## config.mk

```make
export PLATFORM = sky130hd
export DESIGN_NAME = ahb_split_arbiter
export DESIGN_NICKNAME = d
export VERILOG_FILES = /design/src/rtl/ahb_pkg.sv /design/src/rtl/ahb_rr_picker.sv /design/src/rtl/ahb_split_arbiter.sv
export SDC_FILE = /design/constraint.sdc
export NUM_CORES = 1
export LEC_CHECK = 0
export CAP_MARGIN = 20
export CORE_MARGIN = 4
export CORE_UTILIZATION = 47
export CTS_BUF_LIST = sky130_fd_sc_hd__clkbuf_8 sky130_fd_sc_hd__clkbuf_16
export DETAILED_ROUTE_END_ITERATION = 12
export PLACE_DENSITY_LB_ADDON = 0.08
export SLEW_MARGIN = 20
export SYNTH_ARGS = -nofsm -noshare
export SYNTH_HDL_FRONTEND = slang
export SYNTH_HIERARCHICAL = 1
export SYNTH_SLANG_ARGS = --single-unit
```

## constraint.sdc

```tcl
create_clock -name HCLK -period 2.1 [get_ports HCLK]
set_input_delay 0.315 -clock HCLK [delete_from_list [all_inputs] [get_ports HCLK]]
set_output_delay 0.315 -clock HCLK [all_outputs]
set_load 0.05 [all_outputs]
```

## src/rtl/ahb_pkg.sv

```systemverilog
// Shared AHB encodings and arbiter state for the bus arbiter and its helpers.
package ahb_pkg;

    typedef enum logic [1:0] {
        IDLE   = 2'd0,
        BUSY   = 2'd1,
        NONSEQ = 2'd2,
        SEQ    = 2'd3
    } htrans_e;

    typedef enum logic [2:0] {
        SINGLE = 3'd0,
        INCR   = 3'd1,
        WRAP4  = 3'd2,
        INCR4  = 3'd3,
        WRAP8  = 3'd4,
        INCR8  = 3'd5,
        WRAP16 = 3'd6,
        INCR16 = 3'd7
    } hburst_e;

    typedef enum logic [1:0] {
        OKAY  = 2'd0,
        ERROR = 2'd1,
        RETRY = 2'd2,
        SPLIT = 2'd3
    } hresp_e;

    typedef enum logic [1:0] {
        PARK  = 2'd0,
        OWN   = 2'd1,
        BURST = 2'd2,
        LOCK  = 2'd3
    } arb_state_e;

    // SEQ beats that follow the NONSEQ of a fixed-length burst; 0 for SINGLE/INCR.
    function automatic logic [3:0] burst_beats(input hburst_e b);
        case (b)
            WRAP4, INCR4:   return 4'd3;
            WRAP8, INCR8:   return 4'd7;
            WRAP16, INCR16: return 4'd15;
            default:        return 4'd0;
        endcase
    endfunction

endpackage

```

## src/rtl/ahb_rr_picker.sv

```systemverilog
// Combinational round-robin priority encoder: first request after ptr, wrapping.
module ahb_rr_picker #(
    parameter int N = 4,
    parameter int W = $clog2(N)
) (
    input  logic [N-1:0] req,
    input  logic [W-1:0] ptr,
    output logic [W-1:0] winner,
    output logic         valid
);

    logic [W-1:0] idx_s;
    logic         hit_s;

    // Scan ptr+1 .. ptr (mod N); the first hit wins and later hits are ignored.
    always_comb begin
        winner = '0;
        valid  = 1'b0;
        idx_s  = '0;
        hit_s  = 1'b0;
        for (int i = 1; i <= N; i++) begin
            idx_s  = W'((int'(ptr) + i) % N);
            hit_s  = !valid && req[idx_s];
            winner = hit_s ? idx_s : winner;
            valid  = valid | hit_s;
        end
    end

endmodule

```

## src/rtl/ahb_split_arbiter.sv

```systemverilog
// AHB arbiter: round-robin grant with burst/lock hold and SPLIT masking.
// Ownership (HMASTER/HMASTLOCK) trails the registered grant by one HREADY edge.
module ahb_split_arbiter
    import ahb_pkg::*;
#(
    parameter int NUM_MASTERS    = 4,
    parameter int DEFAULT_MASTER = 0,
    parameter int MW             = $clog2(NUM_MASTERS)
) (
    input  logic                   HCLK,
    input  logic                   HRESET,
    input  logic [NUM_MASTERS-1:0] HBUSREQ,
    input  logic [NUM_MASTERS-1:0] HLOCK,
    input  logic [1:0]             HTRANS,
    input  logic [2:0]             HBURST,
    input  logic                   HREADY,
    input  logic [1:0]             HRESP,
    input  logic [NUM_MASTERS-1:0] HSPLIT,
    output logic [NUM_MASTERS-1:0] HGRANT,
    output logic [MW-1:0]          HMASTER,
    output logic                   HMASTLOCK,
    output logic [NUM_MASTERS-1:0] split_mask
);

    localparam logic [MW-1:0]          DEF_IDX   = MW'(DEFAULT_MASTER);
    localparam logic [NUM_MASTERS-1:0] DEF_GRANT = NUM_MASTERS'(1'b1) << DEFAULT_MASTER;

    arb_state_e             state_r, state_nxt_s;
    logic [NUM_MASTERS-1:0] grant_r, grant_nxt_s;
    logic [MW-1:0]          owner_r, owner_nxt_s;
    logic [MW-1:0]          rr_ptr_r, rr_ptr_nxt_s;
    logic [MW-1:0]          hmaster_r, data_master_r;
    logic                   hmastlock_r;
    logic [NUM_MASTERS-1:0] split_mask_r, mask_nxt_s, set_vec_s;
    logic [3:0]             beat_cnt_r, beat_nxt_s;
    logic                   lock_tail_r, lock_tail_nxt_s;
    logic                   rearb_s;

    htrans_e                trans_s;
    hresp_e                 resp_s;
    logic [NUM_MASTERS-1:0] elig_s;
    logic [MW-1:0]          win_s, arb_idx_s;
    logic                   win_vld_s;
    logic                   resp_first_s, split_first_s, burst_start_s, owner_lock_s, any_elig_s;

    assign trans_s       = htrans_e'(HTRANS);
    assign resp_s        = hresp_e'(HRESP);
    assign resp_first_s  = !HREADY && (resp_s != OKAY);
    assign split_first_s = !HREADY && (resp_s == SPLIT);
    assign owner_lock_s  = HLOCK[owner_r];
    // A burst only freezes the grant if the master starting it still holds the grant.
    assign burst_start_s = (trans_s == NONSEQ) && (burst_beats(hburst_e'(HBURST)) != 4'd0)
                           && (hmaster_r == owner_r);

    // Split-mask set vector for the master owning the data phase.
    always_comb begin
        set_vec_s                = '0;
        set_vec_s[data_master_r] = split_first_s;
    end

    // Set beats clear when both hit the same master; arbitration sees the updated mask.
    assign mask_nxt_s = (split_mask_r & ~HSPLIT) | set_vec_s;
    assign elig_s     = HBUSREQ & ~mask_nxt_s;
    assign any_elig_s = |elig_s;

    ahb_rr_picker #(
        .N (NUM_MASTERS),
        .W (MW)
    ) u_picker (
        .req    (elig_s),
        .ptr    (rr_ptr_r),
        .winner (win_s),
        .valid  (win_vld_s)
    );

    assign arb_idx_s = win_vld_s ? win_s : DEF_IDX;

    // FSM state register.
    always_ff @(posedge HCLK or posedge HRESET) begin
        if (HRESET) begin
            state_r <= PARK;
        end else begin
            state_r <= state_nxt_s;
        end
    end

    // Next-state logic; also decides when the grant may be re-arbitrated.
    always_comb begin
        state_nxt_s     = state_r;
        rearb_s         = 1'b0;
        beat_nxt_s      = beat_cnt_r;
        lock_tail_nxt_s = lock_tail_r;
        if (resp_first_s) begin
            state_nxt_s     = OWN;
            rearb_s         = split_first_s;
            beat_nxt_s      = 4'd0;
            lock_tail_nxt_s = 1'b0;
        end else if (HREADY) begin
            case (state_r)
                PARK: begin
                    rearb_s     = 1'b1;
                    state_nxt_s = any_elig_s ? OWN : PARK;
                end
                OWN: begin
                    if (owner_lock_s) begin
                        state_nxt_s     = LOCK;
                        lock_tail_nxt_s = 1'b0;
                    end else if (burst_start_s) begin
                        state_nxt_s = BURST;
                        beat_nxt_s  = burst_beats(hburst_e'(HBURST));
                    end else begin
                        rearb_s     = 1'b1;
                        state_nxt_s = any_elig_s ? OWN : PARK;
                    end
                end
                BURST: begin
                    if (trans_s == SEQ) begin
                        if (beat_cnt_r <= 4'd1) begin
                            rearb_s     = 1'b1;
                            beat_nxt_s  = 4'd0;
                            state_nxt_s = any_elig_s ? OWN : PARK;
                        end else begin
                            beat_nxt_s = beat_cnt_r - 4'd1;
                        end
                    end else if (trans_s == BUSY) begin
                        beat_nxt_s = beat_cnt_r;
                    end else begin
                        beat_nxt_s  = 4'd0;
                        state_nxt_s = OWN;
                    end
                end
                LOCK: begin
                    if (owner_lock_s) begin
                        lock_tail_nxt_s = 1'b0;
                    end else if (!lock_tail_r) begin
                        lock_tail_nxt_s = 1'b1;
                    end else begin
                        lock_tail_nxt_s = 1'b0;
                        rearb_s         = 1'b1;
                        state_nxt_s     = any_elig_s ? OWN : PARK;
                    end
                end
                default: begin
                    state_nxt_s = PARK;
                end
            endcase
        end else begin
            state_nxt_s = state_r;
        end
    end

    // Grant / round-robin pointer outputs of the FSM.
    always_comb begin
        grant_nxt_s  = grant_r;
        owner_nxt_s  = owner_r;
        rr_ptr_nxt_s = rr_ptr_r;
        if (rearb_s) begin
            owner_nxt_s            = arb_idx_s;
            grant_nxt_s            = '0;
            grant_nxt_s[arb_idx_s] = 1'b1;
            rr_ptr_nxt_s           = (arb_idx_s != owner_r) ? arb_idx_s : rr_ptr_r;
        end else begin
            grant_nxt_s = grant_r;
        end
    end

    // Datapath registers: grant, ownership pipeline, masks and counters.
    always_ff @(posedge HCLK or posedge HRESET) begin
        if (HRESET) begin
            grant_r       <= DEF_GRANT;
            owner_r       <= DEF_IDX;
            rr_ptr_r      <= DEF_IDX;
            hmaster_r     <= DEF_IDX;
            data_master_r <= DEF_IDX;
            hmastlock_r   <= 1'b0;
            split_mask_r  <= '0;
            beat_cnt_r    <= 4'd0;
            lock_tail_r   <= 1'b0;
        end else begin
            grant_r      <= grant_nxt_s;
            owner_r      <= owner_nxt_s;
            rr_ptr_r     <= rr_ptr_nxt_s;
            split_mask_r <= mask_nxt_s;
            beat_cnt_r   <= beat_nxt_s;
            lock_tail_r  <= lock_tail_nxt_s;
            if (HREADY) begin
                hmaster_r     <= owner_r;
                hmastlock_r   <= owner_lock_s;
                data_master_r <= hmaster_r;
            end else begin
                hmaster_r     <= hmaster_r;
                hmastlock_r   <= hmastlock_r;
                data_master_r <= data_master_r;
            end
        end
    end

    assign HGRANT     = grant_r;
    assign HMASTER    = hmaster_r;
    assign HMASTLOCK  = hmastlock_r;
    assign split_mask = split_mask_r;

endmodule
```

==> results of run 1 <==
per-layer routing:
metal / vias up / track usage, % / share of wire [%]
met5: - / 0 / 0
met4: 0 / 10.4 / 2.8
met3: 13 / 2.61 / 3.2
met2: 56 / 38.5 / 53
met1: 901 / 26.0 / 41
li1: 869 / - / -
final cells by class:
| cell class | instances | share of cell area, % |
|---|---|---|
| clock buffer | 3 | 1.54 |
| clock inverter | 1 | 1.12 |
| inverter | 13 | 1.82 |
| multi-input combinational | 147 | 45.1 |
| sequential | 24 | 22.6 |
| tap | 48 | 2.24 |
| timing repair buffer | 81 | 25.6 |
worst max-delay path, cell delays in order, from the launching register on:
cell	delay [ns]
dfrtp_1	0.39
nand4b_1	0.21
o211a_1	0.32
and2b_1	0.25
a21oi_2	0.06
o221ai_4	0.21
nand2_2	0.12
xnor2_2	0.22
nor3_1	0.10
a21oi_1	0.25
o221ai_2	0.16
registers in the layout, summed over array words and instances, names as in the netlist:
register	cells
split_mask	4
rr_ptr_r	2
data_master_r	2
beat_cnt_r	4
state_r	2
HMASTER	2
owner_r	2
HGRANT	4
HMASTLOCK	1
lock_tail_r	1
kinds of logic (layout without fill, tap and decap cells):
logic type	Yosys count	count (layout)	share of synthesized area [%]
muxes	15	15	10.6
AOI/OAI and AO/OA	62	62	26.4
xor gates and xnor gates	5	5	2.45
DFF	24	24	33.6
adders and majority gates	6	6	4.20
buffers and inverters	18	98	5.10
and+or+nand+nor	59	59	17.7
repair_timing:
action | 4_1_cts | 5_1_grt
gates resized for setup | 8 | 16
pin swaps | 8 | 12
setup buffers | 14 | 9
endpoints found under the setup margin | 5 | 8
stage by stage:
step | power [µW] | hold slack, ns | area (µm²) | TNS, ns | util [%]
after global placement | 2590 | 0.491 | 2360 | -2.28 | 64.6
after global routing | 3550 | 0.327 | 2680 | -1.40 | 73.2
final | 3360 | 0.308 | 2680 | -0.901 | 73.2
after detailed placement | 2650 | 0.492 | 2360 | -3.32 | 64.6
after floorplan | 2040 | 0.329 | 1800 | -0.0145 | -
after CTS | 3140 | 0.299 | 2570 | -0.484 | 70.1
placed cells by master (no fill, tap or decap), types with 3 or more instances in the layout:
cell type | netlist | final
buf_4 | 0 | 49
clkdlybuf4s50_1 | 0 | 28
dfrtp_1 | 23 | 19
o21ai_0 | 15 | 14
inv_1 | 13 | 13
nand2_1 | 14 | 12
nor2_1 | 13 | 10
nor3_1 | 7 | 7
a21oi_2 | 2 | 6
nand3_1 | 7 | 6
nand2b_1 | 7 | 6
ha_1 | 6 | 6
mux2_2 | 5 | 5
mux2_4 | 4 | 4
a21oi_1 | 8 | 4
dfrtp_2 | 0 | 4
xor2_1 | 3 | 3
mux2i_1 | 5 | 3
a22o_1 | 3 | 3
nor2_2 | 0 | 3
o31a_1 | 3 | 3
clkbuf_8 | 0 | 3
dlygate4sd2_1 | 0 | 3
power groups by stage:
stage          logic (µW)  clock network [µW]  registers (µW)
2_1_floorplan        1030                   0            1020
3_3_place_gp         1780                   0             806
3_5_place_dp         1830                   0             820
4_1_cts              1900                 426             815
5_1_grt              2250                 443             852
6_report             2120                 419             829
how the worst max path moves through the flow:
stage	start	endpoint	depth (start not counted)
after global routing	data_master_r[1]	rr_ptr_r[1]	10
after CTS	data_master_r[1]	rr_ptr_r[1]	10
after floorplan	data_master_r[1]	rr_ptr_r[0]	11
after detailed placement	HRESP[1]	rr_ptr_r[1]	11
after global placement	HREADY	rr_ptr_r[1]	11
final	data_master_r[1]	rr_ptr_r[1]	10
==> key figures, run 1 <==
Floorplan
  – DIE AREA: 4860 µm²
  – Io pins: 33
  – Initial Util: approximately half
  – Die H: 69.7 µm
  – # rows: 22
  – Die width: 69.7 µm
  – Placeable Area: 3660 µm²

STA
  – Final Max Tran Viols: 0
  – Skew final: about 0.0032 ns
  – Max Clk Rate: 413 MHz
  – RSZ-0062 raised after global routing: true
  – Worst Max-Slew Pin Slew: 0.510 ns
  – Rel. slew slack: 65.9%
  – Final worst setup slack: -0.319 ns
  – Final worst-path cycle share: 115%
  – Final hold violation count: 0
  – Min Clock Period, post-route: 2.42 ns
  – # setup viols final: 6

Worst setup path
  – Reg-to-reg endpoint: rr_ptr_r[1]
  – Maximum fanout along the worst path: 4
  – CP Capture Type: flip-flop
  – FF-to-FF path depth: 10
  – Worst Setup Path Type: flip-flop to flip-flop
  – CP arrival: 2.56 ns
  – CP Launch Type: flip-flop
  – R2R setup slack: -0.32 ns
  – Reg2reg start: data_master_r[1]
  – CP required: 2.24 ns

Layout
  – Non-filler cells, final: around 320
  – Inserted Diodes: 0
  – Area occupied by multi-input gates: approximately 1200 µm²
  – Fin nets: 298
  – Fillers: 265
  – Sequential Area: around 610 µm²
  – Ratio of cells with drive above 1 in the final layout: 37.9%
  – Area Growth Syn to Fin: 49.9%

Logic synthesis
  – EDFF count, synth: 0
  – Syn Nets: 217
  – Syn Area/Cell: approximately 9.5 µm²
  – Commonest cells post-synth: dfrtp_1 (23), o21ai_0 (15), nand2_1 (14), inv_1 (13), nor2_1 (13)
  – Cell area after synthesis: 1790 µm²
  – Synthesized flop and latch total: 24
  – Top post-synthesis cells by area: dfrtp_1 (32%), ha_1 (4.2%), o21ai_0 (4.2%)
  – Top cell type's share of synthesized area: between 30% and 40%
  – Area leader, netlist: dfrtp_1
  – YS warnings: 6
  – Ys async rst share: 100%
  – Sequential share of the synthesized area: 33.6%
  – Count leader, synth: dfrtp_1
  – Main flop type after synthesis: dfrtp_1
  – Unique masters post-synth: 53
  – Cells after Synth: 189

CTS
  – TritonCTS Buffers: 3
  – Cts hold-fix bufs: 0
  – CTS Sinks: 24
  – Clock-pin slew on the worst setup and hold paths: 0.09 ns
  – Clock Latency Late Sink: roughly 0.27 ns
  – CTS tree: done
  – H-tree depth: 1
  – CTS Root Cell: clkbuf_8
  – Clock tree buffer depth: 2

Pwr
  – Sequential power share: 24.6%
  – Internal: 1880 µW
  – NetSw: roughly 1500 µW
  – Switching Share: 44.0%
  – Leak pwr: 0.00120 µW
  – Pwr/cell area: around 1300 nW/µm²
  – Logic pwr share: roughly 63%
  – Peak supply drop: 0.000736 V
  – Clock share of power: 12.5%

Routing
  – Routed wire length: 5.43 mm
  – DRC viols: 0
  – Drt initial violations: 130
  – Wire length per cell: roughly 17 µm
  – ANT nets after route: 0
  – Vias per inst: 5.80
  – Via count: 1839
  – Number of detailed-route iterations in the first pass: 4

Placed design
  – Post-DP HPWL: 3.72 mm
  – Port bufs: 31
  – Placed cells: roughly 290
  – Dpl ws: -0.613 ns
  – RePlAce Congestion: about 0.92

Global routing
  – Vias in the first global route: 1848
  – Initial antenna violation count: 0
  – First-pass GRT wire length: approximately 8.6 mm
  – Grt ovf: 0
  – Tot GR Track Use: between 20% and 30%
  – Largest net degree at the start of global routing: 18

Job
  – Max-Cap Viols: 0

Status
  – Failing checks: negative setup slack
  – Outcome: finished, violations left

Hold path
  – Hold WC Path Type: input pin to asynchronous set/reset pin
No activity file was read; power rests on OpenSTA's default activity.
==> run 2: changes to the inputs <==
Settings changed: CELL_PAD_IN_SITES_DETAIL_PLACEMENT set to 0, CELL_PAD_IN_SITES_GLOBAL_PLACEMENT set to 1, CORE_UTILIZATION 47 to 36, TNS_END_PERCENT set to 1.
==> key figures, run 2 (synthesized netlist as in run 1, its figures left out) <==
Status
  – Outcome: finished, violations left
  – Failing checks: negative setup slack

STA
  – Skew final: 0.00614 ns (+0.00294 ns)
  – Final worst setup slack: -0.136 ns (+0.183 ns)
  – RSZ-0062 raised after global routing: true
  – Final Max Tran Viols: 0 (unchanged)
  – Max Clk Rate: 447 MHz (+8.2%)
  – Rel. slew slack: 66.3% (+0.39 points)
  – Final hold violation count: 0 (unchanged)
  – Worst Max-Slew Pin Slew: 0.504 ns (-0.00576 ns)
  – Min Clock Period, post-route: 2.24 ns (-0.183 ns)
  – Final worst-path cycle share: 106% (-8.7 points)
  – # setup viols final: 2 (-4)
  – Setup tns final: -0.261 ns (+0.640 ns)
  – Fin Hold WS: 0.414 ns (+0.106 ns)

Floorplan
  – Die H: 78.5 µm (+13%)
  – Placeable Area: 4750 µm² (+30%)
  – # rows: 25 (+14%)
  – Die width: 78.5 µm (+13%)
  – Io pins: 33 (unchanged)
  – DIE AREA: 6160 µm² (+27%)
  – Initial Util: 37.6% (-11 points)

Placed design
  – RePlAce Congestion: 0.893 (-3.2%)
  – Port bufs: 31 (unchanged)
  – Post-DP HPWL: 4.00 mm (+7.4%)

Layout
  – Inserted Diodes: 0 (unchanged)
  – Most common cell after layout, fill and taps aside: buf_4
  – Fin nets: 284 (-4.7%)
  – Ratio of cells with drive above 1 in the final layout: 33.3% (-4.6 points)
  – Area Growth Syn to Fin: 41.8%
  – Commonest cells after routing, fill and taps aside: buf_4 (36), clkdlybuf4s50_1 (28), dfrtp_1 (18)

Routing
  – Drt initial violations: 64 (-51%)
  – Vias per inst: 5.27 (-9.1%)
  – Wire length per cell: 15.6 µm (-8.8%)
  – DRC viols: 0 (unchanged)
  – Number of detailed-route iterations in the first pass: 4 (unchanged)
  – Via count: 1698 (-7.7%)
  – ANT nets after route: 0 (unchanged)
  – Routed wire length: 5.03 mm (-7.3%)

CTS
  – CTS Sinks: 24 (unchanged)
  – CTS tree: done
  – Clock Latency Late Sink: 0.27 ns (about the same)
  – H-tree depth: 1 (unchanged)
  – Clock tree buffer depth: 2 (unchanged)
  – TritonCTS Buffers: 3 (unchanged)
  – Clock-pin slew on the worst setup and hold paths: 0.09 ns (about the same)
  – CTS Root Cell: clkbuf_8

Pwr
  – Pwr/cell area: 1210 nW/µm² (-3.2%)
  – Total power: 3080 µW (-8.4%)
  – Leak pwr: 0.00112 µW (-6.9%)
  – Peak supply drop: 0.000745 V (+1.2%)

Global routing
  – Largest net degree at the start of global routing: 25 (+7)
  – Vias in the first global route: 1726 (-6.6%)
  – Grt ovf: 0 (unchanged)
  – Initial antenna violation count: 0 (unchanged)
  – First-pass GRT wire length: 8.35 mm (-3.3%)
  – Tot GR Track Use: 16.8% (-5.0 points)

Worst setup path
  – CP required: 2.29 ns (+0.05 ns)
  – Maximum fanout along the worst path: 5 (+1)
  – FF-to-FF path depth: 11 (+1)
  – Worst Setup Path Type: flip-flop to flip-flop
  – CP arrival: 2.42 ns (-0.14 ns)
  – CP Launch Type: flip-flop
  – CP Capture Type: flip-flop

Hold path
  – Hold WC Path Type: input pin to asynchronous set/reset pin

Job
  – Max-Cap Viols: 0 (unchanged)
[run 2: final timing paths]
kind	slack [ns]	from	endpoint
worst max-delay path	-0.14	data_master_r[1]	rr_ptr_r[0]
worst max register to register	-0.14	data_master_r[1]	rr_ptr_r[0]
max in group asynchronous	1.39	HRESET	HGRANT[0]
worst min-delay path	0.41	HRESET	beat_cnt_r[1]
worst min register to register	0.51	HGRANT[2]	HGRANT[2]
min in group HCLK	0.51	HGRANT[2]	HGRANT[2]
[run 2: critical path: stages, from the launching register on]
cell and delay [ns]:
dfrtp_1 0.40, nand4b_1 0.19, o211a_1 0.30, and2b_1 0.25, a21oi_2 0.05, o221ai_2 0.20
nand2_2 0.11, buf_4 0.16, nor2_2 0.13, a22o_1 0.17, a21oi_2 0.04, o221ai_1 0.17
[run 2: per-layer routing]
metal | track usage, % | vias up | share of wire, % | wire [µm]
met5 | 0 | - | 0 | 0
met4 | 2.80 | 0 | 0.38 | 19
met3 | 3.10 | 2 | 4.3 | 216
met2 | 27.7 | 42 | 48 | 2420
met1 | 23.1 | 820 | 47 | 2380
li1 | - | 834 | - | -
[run 2: repair_timing]
| item | CTS | global route |
|---|---|---|
| gates resized for setup | 5 | 15 |
| setup endpoints to repair | 6 | 12 |
| hold buffers | 0 | 0 |
| buffers inserted | 2 | 1 |
| endpoints found under the hold margin | 0 | 0 |
| pin swaps | 7 | 9 |
[run 2: per-stage QoR]
| step | setup slack (ns) | area (µm²) | utilization [%] | std cells |
|---|---|---|---|---|
| floorplan | -0.00906 | 1800 | - | 189 |
| global placement | -0.482 | 2400 | 50.5 | 315 |
| detailed placement | -0.614 | 2400 | 50.5 | 315 |
| CTS | -0.177 | 2470 | 51.9 | 321 |
| global route | -0.289 | 2540 | 53.4 | 322 |
| finish | -0.136 | 2540 | 53.4 | 322 |
[run 2: final cells by class]
cell class	count	area [µm²]
inverter	13	48.8
sequential	24	608
clock buffer	3	41.3
clock inverter	1	3.75
fill	458	2220
multi-input combinational	147	1170
timing repair buffer	67	577
tap	67	83.8
[run 2: report_power, final]
group	internal, µW	leakage (µW)	switching [µW]
sequential	636	0.000291	178
clock	131	0.0000269	148
combinational	926	0.000801	1060
==> run 3: changes to the inputs <==
Settings changed: ABC_AREA set to 0, CELL_PAD_IN_SITES_DETAIL_PLACEMENT 0 to not set, CELL_PAD_IN_SITES_GLOBAL_PLACEMENT 1 to not set, CORE_UTILIZATION 36 to 47.
==> key figures, run 3 (synthesized netlist as in run 1, its figures left out) <==
STA
  – RSZ-0062 raised after global routing: true
  – Max Clk Rate: 445 MHz (-0.56%)
  – Final hold violation count: 0 (unchanged)
  – Min Clock Period, post-route: 2.25 ns (+0.0126 ns)
  – Worst Max-Slew Pin Slew: 0.509 ns (+0.00511 ns)
  – Final worst-path cycle share: 107% (+0.60 points)
  – Rel. slew slack: 65.9% (-0.34 points)
  – Final worst setup slack: -0.149 ns (-0.0126 ns)
  – Skew final: 0.00379 ns (-0.00235 ns)
  – Final Max Tran Viols: 0 (unchanged)
  – # setup viols final: 2 (unchanged)

Layout
  – Commonest cells after routing, fill and taps aside: buf_4 (31), clkdlybuf4s50_1 (28), dfrtp_1 (19)
  – Final core occ: 68.3% (+15 points)
  – Most common cell after layout, fill and taps aside: buf_4
  – Non-filler cells, final: 299 (-7.1%)
  – Fillers: 290 (-37%)
  – Area Growth Syn to Fin: 39.8%
  – Fin nets: 280 (-1.4%)
  – Ratio of cells with drive above 1 in the final layout: 30.7% (-2.7 points)
  – Inserted Diodes: 0 (unchanged)

Placed design
  – Post-DP HPWL: 3.66 mm (-8.5%)
  – Port bufs: 31 (unchanged)
  – Dpl ws: -0.574 ns (+0.0400 ns)
  – Placed cells: 293 (-7.0%)
  – RePlAce Congestion: 0.917 (+2.7%)

CTS
  – CTS Sinks: 24 (unchanged)
  – Clock tree buffer depth: 2 (unchanged)
  – H-tree depth: 1 (unchanged)
  – CTS tree: done
  – Clock-pin slew on the worst setup and hold paths: 0.09 ns (about the same)
  – Cts hold-fix bufs: 0 (unchanged)
  – Clock Latency Late Sink: 0.28 ns (about the same)
  – TritonCTS Buffers: 3 (unchanged)
  – CTS Root Cell: clkbuf_8

Routing
  – Metal3 WL: 196 µm (-9.3%)
  – DRC viols: 0 (unchanged)
  – Wire length per cell: 16.0 µm (+2.2%)
  – Drt initial violations: 96 (+50%)
  – Met2 Wirelength: 2.43 mm (+0.41%)
  – Vias per inst: 5.81 (+10%)
  – Number of detailed-route iterations in the first pass: 4 (unchanged)
  – Via count: 1737 (+2.3%)
  – Routed metal-1 wire length: 2.00 mm (-16%)
  – Top Metal Used: met4
  – ANT nets after route: 0 (unchanged)
  – Routed wire length: 4.78 mm (-5.1%)

Pwr
  – Peak supply drop: 0.000630 V (-15%)
  – Total power: 3180 µW (+3.1%)
  – Pwr/cell area: 1270 nW/µm² (+4.6%)
  – Leak pwr: 0.00111 µW (-0.74%)

Floorplan
  – Die H: 69.7 µm (-11%)
  – Initial Util: 48.9% (+11 points)
  – DIE AREA: 4860 µm² (-21%)
  – Die width: 69.7 µm (-11%)
  – # rows: 22 (-12%)
  – Placeable Area: 3660 µm² (-23%)
  – Io pins: 33 (unchanged)

Worst setup path
  – CP Capture Type: flip-flop
  – Reg-to-reg endpoint: rr_ptr_r[0]
  – Reg2reg start: data_master_r[1]
  – Critical Path Start: data_master_r[1]
  – CP Launch Type: flip-flop
  – CP required: 2.25 ns (-0.04 ns)
  – Maximum fanout along the worst path: 4 (-1)
  – CP arrival: 2.39 ns (-0.03 ns)
  – Worst Setup Path Type: flip-flop to flip-flop
  – FF-to-FF path depth: 11 (unchanged)
  – R2R setup slack: -0.15 ns (about the same)

Global routing
  – First-pass GRT wire length: 7.86 mm (-5.9%)
  – Largest net degree at the start of global routing: 18 (-28%)
  – Initial antenna violation count: 0 (unchanged)
  – Grt ovf: 0 (unchanged)
  – Vias in the first global route: 1740 (+0.81%)
  – Tot GR Track Use: 19.7% (+3.0 points)

Job
  – Max-Cap Viols: 0 (unchanged)

Status
  – Failing checks: negative setup slack
  – Outcome: finished, violations left

Hold path
  – Hold WC Path Type: input pin to asynchronous set/reset pin
[run 3: layer usage]
layer / global-route usage (%) / vias up
li1: - / 828
met1: 22.9 / 839
met2: 35.8 / 53
met3: 3.62 / 17
met4: 7.45 / 0
met5: 0 / -
[run 3: power breakdown]
part / total, µW / internal [µW] / switching, µW
sequential: 803 / 634 / 170
clock: 424 / 255 / 169
combinational: 1950 / 893 / 1060
[run 3: area by class of cell]
cell class	instances	area, µm²	share of cell area [%]
Sequential cell	24	607	24.3
Clock buffer	3	41.3	1.65
Multi-Input combinational cell	147	1160	46.5
Clock inverter	1	30.0	1.20
Inverter	13	48.8	1.95
Tap cell	48	60.1	2.40
Timing Repair Buffer	63	551	22.0
[run 3: stage by stage]
| stage | hold slack (ns) | cell area, µm² | TNS (ns) |
|---|---|---|---|
| 2_1_floorplan | 0.329 | 1800 | -0.0145 |
| 3_3_place_gp | 0.492 | 2360 | -2.41 |
| 3_5_place_dp | 0.495 | 2360 | -3.28 |
| 4_1_cts | 0.301 | 2460 | -0.330 |
| 5_1_grt | 0.321 | 2500 | -0.685 |
| 6_report | 0.288 | 2500 | -0.281 |
[run 3: critical path: stages (launching register included)]
cell       delay, ns
dfrtp_1         0.41
nand4bb_4       0.22
o211ai_1        0.22
inv_1           0.10
a21oi_2         0.13
a31oi_1         0.07
a21oi_2         0.20
nand2_2         0.10
xnor2_2         0.16
a22o_1          0.24
a21oi_1         0.11
o221ai_1        0.15
[run 3: how the worst max path moves through the flow]
stage	end	slack (ns)	cells past startpoint
2_1_floorplan	rr_ptr_r[0]	-0.009	11
3_3_place_gp	rr_ptr_r[1]	-0.47	11
3_5_place_dp	rr_ptr_r[0]	-0.57	12
4_1_cts	rr_ptr_r[1]	-0.17	10
5_1_grt	rr_ptr_r[0]	-0.32	11
6_report	rr_ptr_r[0]	-0.15	11
[run 3: timing repair]
action,in CTS,in global routing
pin swaps,8,9
cloned,0,0
hold endpoints to repair,0,0
resized for setup,6,9
endpoints found under the setup margin,5,7
buffers inserted,1,1
